### config.mk
export PLATFORM = sky130hd
export DESIGN_NAME = mem_port_arbiter
export DESIGN_NICKNAME = d
export VERILOG_FILES = /design/src/rtl/mem_port_arbiter.sv
export SDC_FILE = /design/constraint.sdc
export NUM_CORES = 1
export LEC_CHECK = 0
export ABC_AREA = 1
export ABC_CLOCK_PERIOD_IN_PS = 1500
export CAP_MARGIN = 20
export CORE_AREA = 2 2 123 125
export DETAILED_ROUTE_END_ITERATION = 8
export DIE_AREA = 0 0 125 127
export PLACE_DENSITY = 0.71
export SYNTH_ARGS = -nofsm -noshare
export SYNTH_HDL_FRONTEND = slang
export SYNTH_SLANG_ARGS = --single-unit
### constraint.sdc
create_clock -name clk -period 1.5 [get_ports clk]
set_input_delay 0.3 -clock clk [delete_from_list [all_inputs] [get_ports clk]]
set_output_delay 0.3 -clock clk [all_outputs]
set_load 0.02 [all_outputs]
### src/rtl/mem_port_arbiter.sv
// Shares one data-memory port between two M-stage lanes. When both lanes access
// memory together, lane 1 (older) goes first and lane 2 follows after a one-cycle stall.
module mem_port_arbiter #(
  parameter int D_WIDTH = 32,
  parameter int CNT_W   = 16
) (
  input  logic               clk,
  input  logic               rst_n,
  input  logic               i_MemWrite1M,
  input  logic               i_MemtoReg1M,
  input  logic [D_WIDTH-1:0] i_ALUResult1M,
  input  logic [D_WIDTH-1:0] i_WriteData1M,
  input  logic               i_MemWrite2M,
  input  logic               i_MemtoReg2M,
  input  logic [D_WIDTH-1:0] i_ALUResult2M,
  input  logic [D_WIDTH-1:0] i_WriteData2M,
  input  logic [D_WIDTH-1:0] i_DMemRData,
  output logic [D_WIDTH-1:0] o_DMemAddr,
  output logic [D_WIDTH-1:0] o_DMemWData,
  output logic               o_DMemWE,
  output logic               o_DMemRE,
  output logic [D_WIDTH-1:0] o_ReadData1M,
  output logic [D_WIDTH-1:0] o_ReadData2M,
  output logic               o_StallM,
  output logic [CNT_W-1:0]   o_ConflictCnt
);

  typedef enum logic {
    IDLE   = 1'b0,
    SERVE2 = 1'b1
  } state_t;

  state_t             state, state_next;
  logic               req1, req2;
  logic               serve1, serve2;
  logic               conflict;
  logic [D_WIDTH-1:0] hold_q;

  assign req1 = i_MemWrite1M | i_MemtoReg1M;
  assign req2 = i_MemWrite2M | i_MemtoReg2M;

  // NOTE: every signal gets a default before the case so no path infers a latch.
  always_comb begin
    state_next = state;
    serve1     = 1'b0;
    serve2     = 1'b0;
    conflict   = 1'b0;
    o_StallM   = 1'b0;
    case (state)
      IDLE: begin
        if (req1) begin
          serve1 = 1'b1;
          if (req2) begin
            conflict   = 1'b1;
            o_StallM   = 1'b1;
            state_next = SERVE2;
          end
        end else if (req2) begin
          serve2 = 1'b1;
        end
      end
      // Lane 1 already completed; its inputs are held only because the pipe is frozen.
      SERVE2: begin
        serve2     = 1'b1;
        state_next = IDLE;
      end
      default: state_next = IDLE;
    endcase
  end

  always_comb begin
    o_DMemAddr  = '0;
    o_DMemWData = '0;
    o_DMemWE    = 1'b0;
    o_DMemRE    = 1'b0;
    if (serve1) begin
      o_DMemAddr  = i_ALUResult1M;
      o_DMemWData = i_WriteData1M;
      o_DMemWE    = i_MemWrite1M;
      o_DMemRE    = i_MemtoReg1M;
    end else if (serve2) begin
      o_DMemAddr  = i_ALUResult2M;
      o_DMemWData = i_WriteData2M;
      o_DMemWE    = i_MemWrite2M;
      o_DMemRE    = i_MemtoReg2M;
    end
  end

  always_comb begin
    o_ReadData1M = '0;
    o_ReadData2M = '0;
    if (state == SERVE2) begin
      o_ReadData1M = hold_q;
    end else if (serve1) begin
      o_ReadData1M = i_DMemRData;
    end
    if (serve2) begin
      o_ReadData2M = i_DMemRData;
    end
  end

  // NOTE: sequential state uses non-blocking assignments so all registers update together.
  always_ff @(posedge clk) begin
    if (!rst_n) begin
      state         <= IDLE;
      hold_q        <= '0;
      o_ConflictCnt <= '0;
    end else begin
      state <= state_next;
      if (conflict) begin
        hold_q <= i_DMemRData;
        if (o_ConflictCnt != {CNT_W{1'b1}}) begin
          o_ConflictCnt <= o_ConflictCnt + 1'b1;
        end
      end
    end
  end

endmodule

==> flow_results.xml <==
<?xml version="1.0" encoding="UTF-8"?>
<metrics>
  <group name="pwr">
    <metric name="power_density_of_the_placed_cells" unit="mW/mm^2">665.2</metric>
    <metric name="power_leakage" unit="nW">4.824</metric>
    <metric name="total_power" unit="mW">6.878</metric>
    <metric name="ir_drop" unit="V">0.0004909</metric>
  </group>
  <group name="worst_setup_path">
    <metric name="reg2regPathDepth" unit="">11</metric>
    <metric name="r2r_setup_slack" unit="ns">-0.27</metric>
    <metric name="critical_path_cell_by_cell" unit="">buf_6, a21oi_4, buf_12, buf_12, buf_16, buf_12, buf_6, o21ai_4, buf_6</metric>
    <metric name="crit_path_start_kind" unit="">register</metric>
    <metric name="path_max_fanout" unit="">4</metric>
    <metric name="timing.rr.end" unit="">o_ConflictCnt[0]$_SDFFE_PN0P_</metric>
    <metric name="arrival_time_reported_for_the_critical_path_endpoint" unit="ns">1.71</metric>
    <metric name="critical_path.slowest_cell" unit="">dfxtp_4</metric>
    <metric name="setup.worst_path.class" unit="">register to primary output</metric>
    <metric name="worst_setup_path_end_kind" unit="">primary output</metric>
    <metric name="largest_stage_delay_on_the_critical_path" unit="ns">0.37</metric>
    <metric name="worstReg2RegStart" unit="">state$_SDFF_PN0_</metric>
    <metric name="required" unit="ns">1.20</metric>
  </group>
  <group name="sta">
    <metric name="timing.max_slew.rel_slack" unit="%">75.36</metric>
    <metric name="period_minus_slack" unit="ns">2.015</metric>
    <metric name="final-max-slew-violation-count" unit="">0</metric>
    <metric name="clock-skew-final" unit="ns">0.007782</metric>
    <metric name="rsz_0062_raised_after_global_routing" unit="">yes</metric>
    <metric name="finalSetupViolCount" unit="">180</metric>
    <metric name="fmax" unit="MHz">496.4</metric>
    <metric name="final.hold.worst_slack" unit="ns">0.4166</metric>
    <metric name="fin_ws" unit="ns">-0.5145</metric>
    <metric name="tightestPinTransition" unit="ns">0.3695</metric>
    <metric name="timing.final.hold_violations" unit="">0</metric>
    <metric name="layout_worst_path_cycle_share" unit="%">134.3</metric>
  </group>
  <group name="grt">
    <metric name="grt_pass1_vias" unit="">5458</metric>
    <metric name="grt_max_degree" unit="">28</metric>
    <metric name="first_pass_grt_wire_length" unit="um">29680</metric>
    <metric name="antenna_found_initial" unit="">0</metric>
    <metric name="grt_overflow_total" unit="">0</metric>
    <metric name="gr-usage-all-layers" unit="%">23.44</metric>
  </group>
  <group name="placed_design">
    <metric name="weighted_congestion_reported_at_the_end_of_routability_driven_placement" unit="">0.8827</metric>
    <metric name="place_hpwl" unit="um">12960</metric>
    <metric name="buffer_ports.inserted" unit="">312</metric>
    <metric name="dpl.cell_count" unit="">1118</metric>
  </group>
  <group name="final_layout">
    <metric name="post_layout_nonfiller_instances" unit="">1217</metric>
    <metric name="ant_cells" unit="">0</metric>
    <metric name="area.sequential" unit="um^2">987.2</metric>
    <metric name="drive_above_1_share" unit="%">50.24</metric>
    <metric name="fill_cells" unit="">1036</metric>
    <metric name="area_growth_syn_to_layout" unit="%">182.6</metric>
    <metric name="multi_input_comb_area" unit="mm^2">0.003248</metric>
    <metric name="nNetsFinal" unit="">1199</metric>
  </group>
  <group name="detailed_routing">
    <metric name="ant_nets" unit="">0</metric>
    <metric name="post_drt_via_cell_ratio" unit="">4.757</metric>
    <metric name="first_iter_violations" unit="">242</metric>
    <metric name="routed_wirelength" unit="um">22410</metric>
    <metric name="dr_total_vias" unit="">5789</metric>
    <metric name="detailedRoute.firstPassIterationCount" unit="">4</metric>
    <metric name="routedWlPerCell" unit="um">18.42</metric>
    <metric name="drcViolationCount" unit="">0</metric>
  </group>
  <group name="floorplan">
    <metric name="ios" unit="">313</metric>
    <metric name="rows" unit="">44</metric>
    <metric name="die_span_in_x" unit="um">125</metric>
    <metric name="initial_core_util" unit="%">25.36</metric>
    <metric name="area_of_the_core" unit="mm^2">0.01442</metric>
    <metric name="dieHeight" unit="um">127</metric>
    <metric name="die-area" unit="mm^2">0.01588</metric>
  </group>
  <group name="synthesis">
    <metric name="post_synth_main_area_contributors" unit="">dfxtp_1 (27%), nand2_1 (14%), o21ai_0 (14%)</metric>
    <metric name="dominantRegCellSynth" unit="">dfxtp_1</metric>
    <metric name="count_of_flip_flops_with_a_built_in_enable_after_synthesis" unit="">0</metric>
    <metric name="synth-warning-count" unit="">0</metric>
    <metric name="synth.distinct_cells" unit="">26</metric>
    <metric name="synth.avg_cell_area" unit="um^2">6.007</metric>
    <metric name="synth_top_cell_area_share" unit="%">26.81</metric>
    <metric name="synth_seq_cells" unit="">49</metric>
    <metric name="synth_top_cell_by_area" unit="">dfxtp_1</metric>
    <metric name="mappedNetlistArea" unit="mm^2">0.003659</metric>
    <metric name="synth.yosys.seq_area_share" unit="%">26.81</metric>
    <metric name="async_sr_flop_fraction" unit="%">0</metric>
    <metric name="synthesized_instance_count" unit="">609</metric>
    <metric name="syn_nets" unit="">776</metric>
  </group>
  <group name="worst_hold_path">
    <metric name="hold_path_class" unit="">input pin to register</metric>
    <metric name="min_to" unit="">o_ConflictCnt[0]$_SDFFE_PN0P_</metric>
    <metric name="hold_depth" unit="">3</metric>
    <metric name="worst_hold_startpoint" unit="">rst_n</metric>
  </group>
  <group name="cts">
    <metric name="worstSkewPairLatency" unit="ns">0.29</metric>
    <metric name="cts_max_level" unit="">2</metric>
    <metric name="cts_made_buffers" unit="">5</metric>
    <metric name="clk_root_buffer_cell" unit="">clkbuf_16</metric>
    <metric name="cts_tree" unit="">done</metric>
    <metric name="clock_path_buffers" unit="">2</metric>
    <metric name="cts_num_sinks" unit="">49</metric>
    <metric name="clk_pin_slew_worst_paths" unit="ns">0.07</metric>
    <metric name="post_cts_hold_buffer_count" unit="">0</metric>
  </group>
  <group name="outcome">
    <metric name="violations" unit="">setup timing</metric>
    <metric name="outcome" unit="">finished, violations left</metric>
  </group>
  <group name="job">
    <metric name="max_cap_violations" unit="">0</metric>
  </group>
</metrics>
cell usage in the layout (no fill, tap or decap), types with 3 or more instances in the layout:
cell type	netlist	final
clkdlybuf4s50_1	0	160
o21ai_2	30	77
inv_2	2	3
nand2_4	2	7
nor2_4	7	29
nand3_1	47	21
buf_6	6	156
nand3_2	0	23
dfxtp_1	49	46
buf_16	0	9
nand3_4	0	3
nand2_1	141	119
buf_2	14	6
nand2_2	4	19
o21ai_4	0	44
nor2_2	0	19
a21oi_1	13	12
o21ai_1	0	8
clkbuf_16	0	11
buf_12	0	30
nor2_1	66	25
buf_8	0	23
buf_4	2	42
inv_1	102	100
dlymetal6s2s_1	0	16
synthesized netlist by cell type (2+ instances only):
library cell,count
a21oi_1,13
nand3_1,47
nand2_1,141
o21ai_0,100
nand2_4,2
nand2_2,4
buf_1,2
inv_2,2
dfxtp_1,49
clkbuf_1,12
nor2_4,7
nand3b_1,2
inv_1,102
buf_6,6
buf_2,14
buf_4,2
o21ai_2,30
nor2_1,66
kinds of logic after synthesis:
logic type                 count (synthesis)  synth area share, %
and+or+nand+nor                          272                32.83
AOI/OAI and AO/OA                        144                23.08
buffers and inverters                    141                16.45
DFF                                       49                26.81
xor gates and xnor gates                   2               0.4789
adders and majority gates                  1               0.3419
state kept, by name, summed over array words and instances, names as in the netlist:
signal and flops:
o_ConflictCnt 16, state 1, hold_q 32
worst max path at each step:
stage | slack (ns) | to | from | cells after the start
6_report | -0.51 | o_DMemAddr[17] | state$_SDFF_PN0_ | 9
5_1_grt | -0.57 | o_DMemAddr[17] | state$_SDFF_PN0_ | 9
4_1_cts | -0.62 | o_DMemAddr[25] | state$_SDFF_PN0_ | 10
3_5_place_dp | -1.00 | o_ReadData1M[0] | i_MemWrite1M | 7
3_3_place_gp | -0.98 | o_DMemWData[18] | i_MemWrite1M | 6
2_1_floorplan | -0.14 | o_ReadData1M[10] | state$_SDFF_PN0_ | 5
per-layer routing:
layer	track usage, %	vias up	part of all wire (%)
met5	0	-	0
met4	5.098	0	2.3
met3	4.104	41	5.9
met2	42.87	263	54
met1	28.82	2725	38
li1	-	2760	-
what timing repair did:
item                                    CTS  global route
gates resized for setup                 869           345
cloned                                   18             9
hold endpoints to repair                  0             0
endpoints found under the setup margin  196           196
pin swaps                                 8            24
buffers inserted                         53            30
worst max-delay path: cells and delay by family, from the launching register on:
family / cells / cell delay [ns]
AOI/OAI and AO/OA: 2 / 0.18
DFF: 1 / 0.37
buffers and inverters: 7 / 0.87
through the flow:
stage	cell area, um^2	worst slack (ns)	util [%]	TNS, ns
after floorplan	3697	-0.1361	-	-2.835
after global placement	7310	-0.9770	50.68	-139.81
after detailed placement	7310	-1.003	50.68	-142.41
after CTS	8866	-0.6202	61.47	-57.77
after global routing	10340	-0.5660	71.69	-65.97
final	10340	-0.5145	71.69	-56.03
report_power, final:
group	internal, mW	switching (mW)
Sequential	1.38	0.0508
Clock	0.833	0.505
Combinational	2.20	1.91
Total	4.41	2.46
final cells by class:
class	instances	share of cell area [%]
Timing Repair Buffer	451	51.20
Inverter	105	3.909
Clock inverter	2	0.3630
Clock buffer	6	1.343
Tap cell	184	2.227
Sequential cell	49	9.547
Multi-Input combinational cell	420	31.41
(Power assumes the default switching activity.)
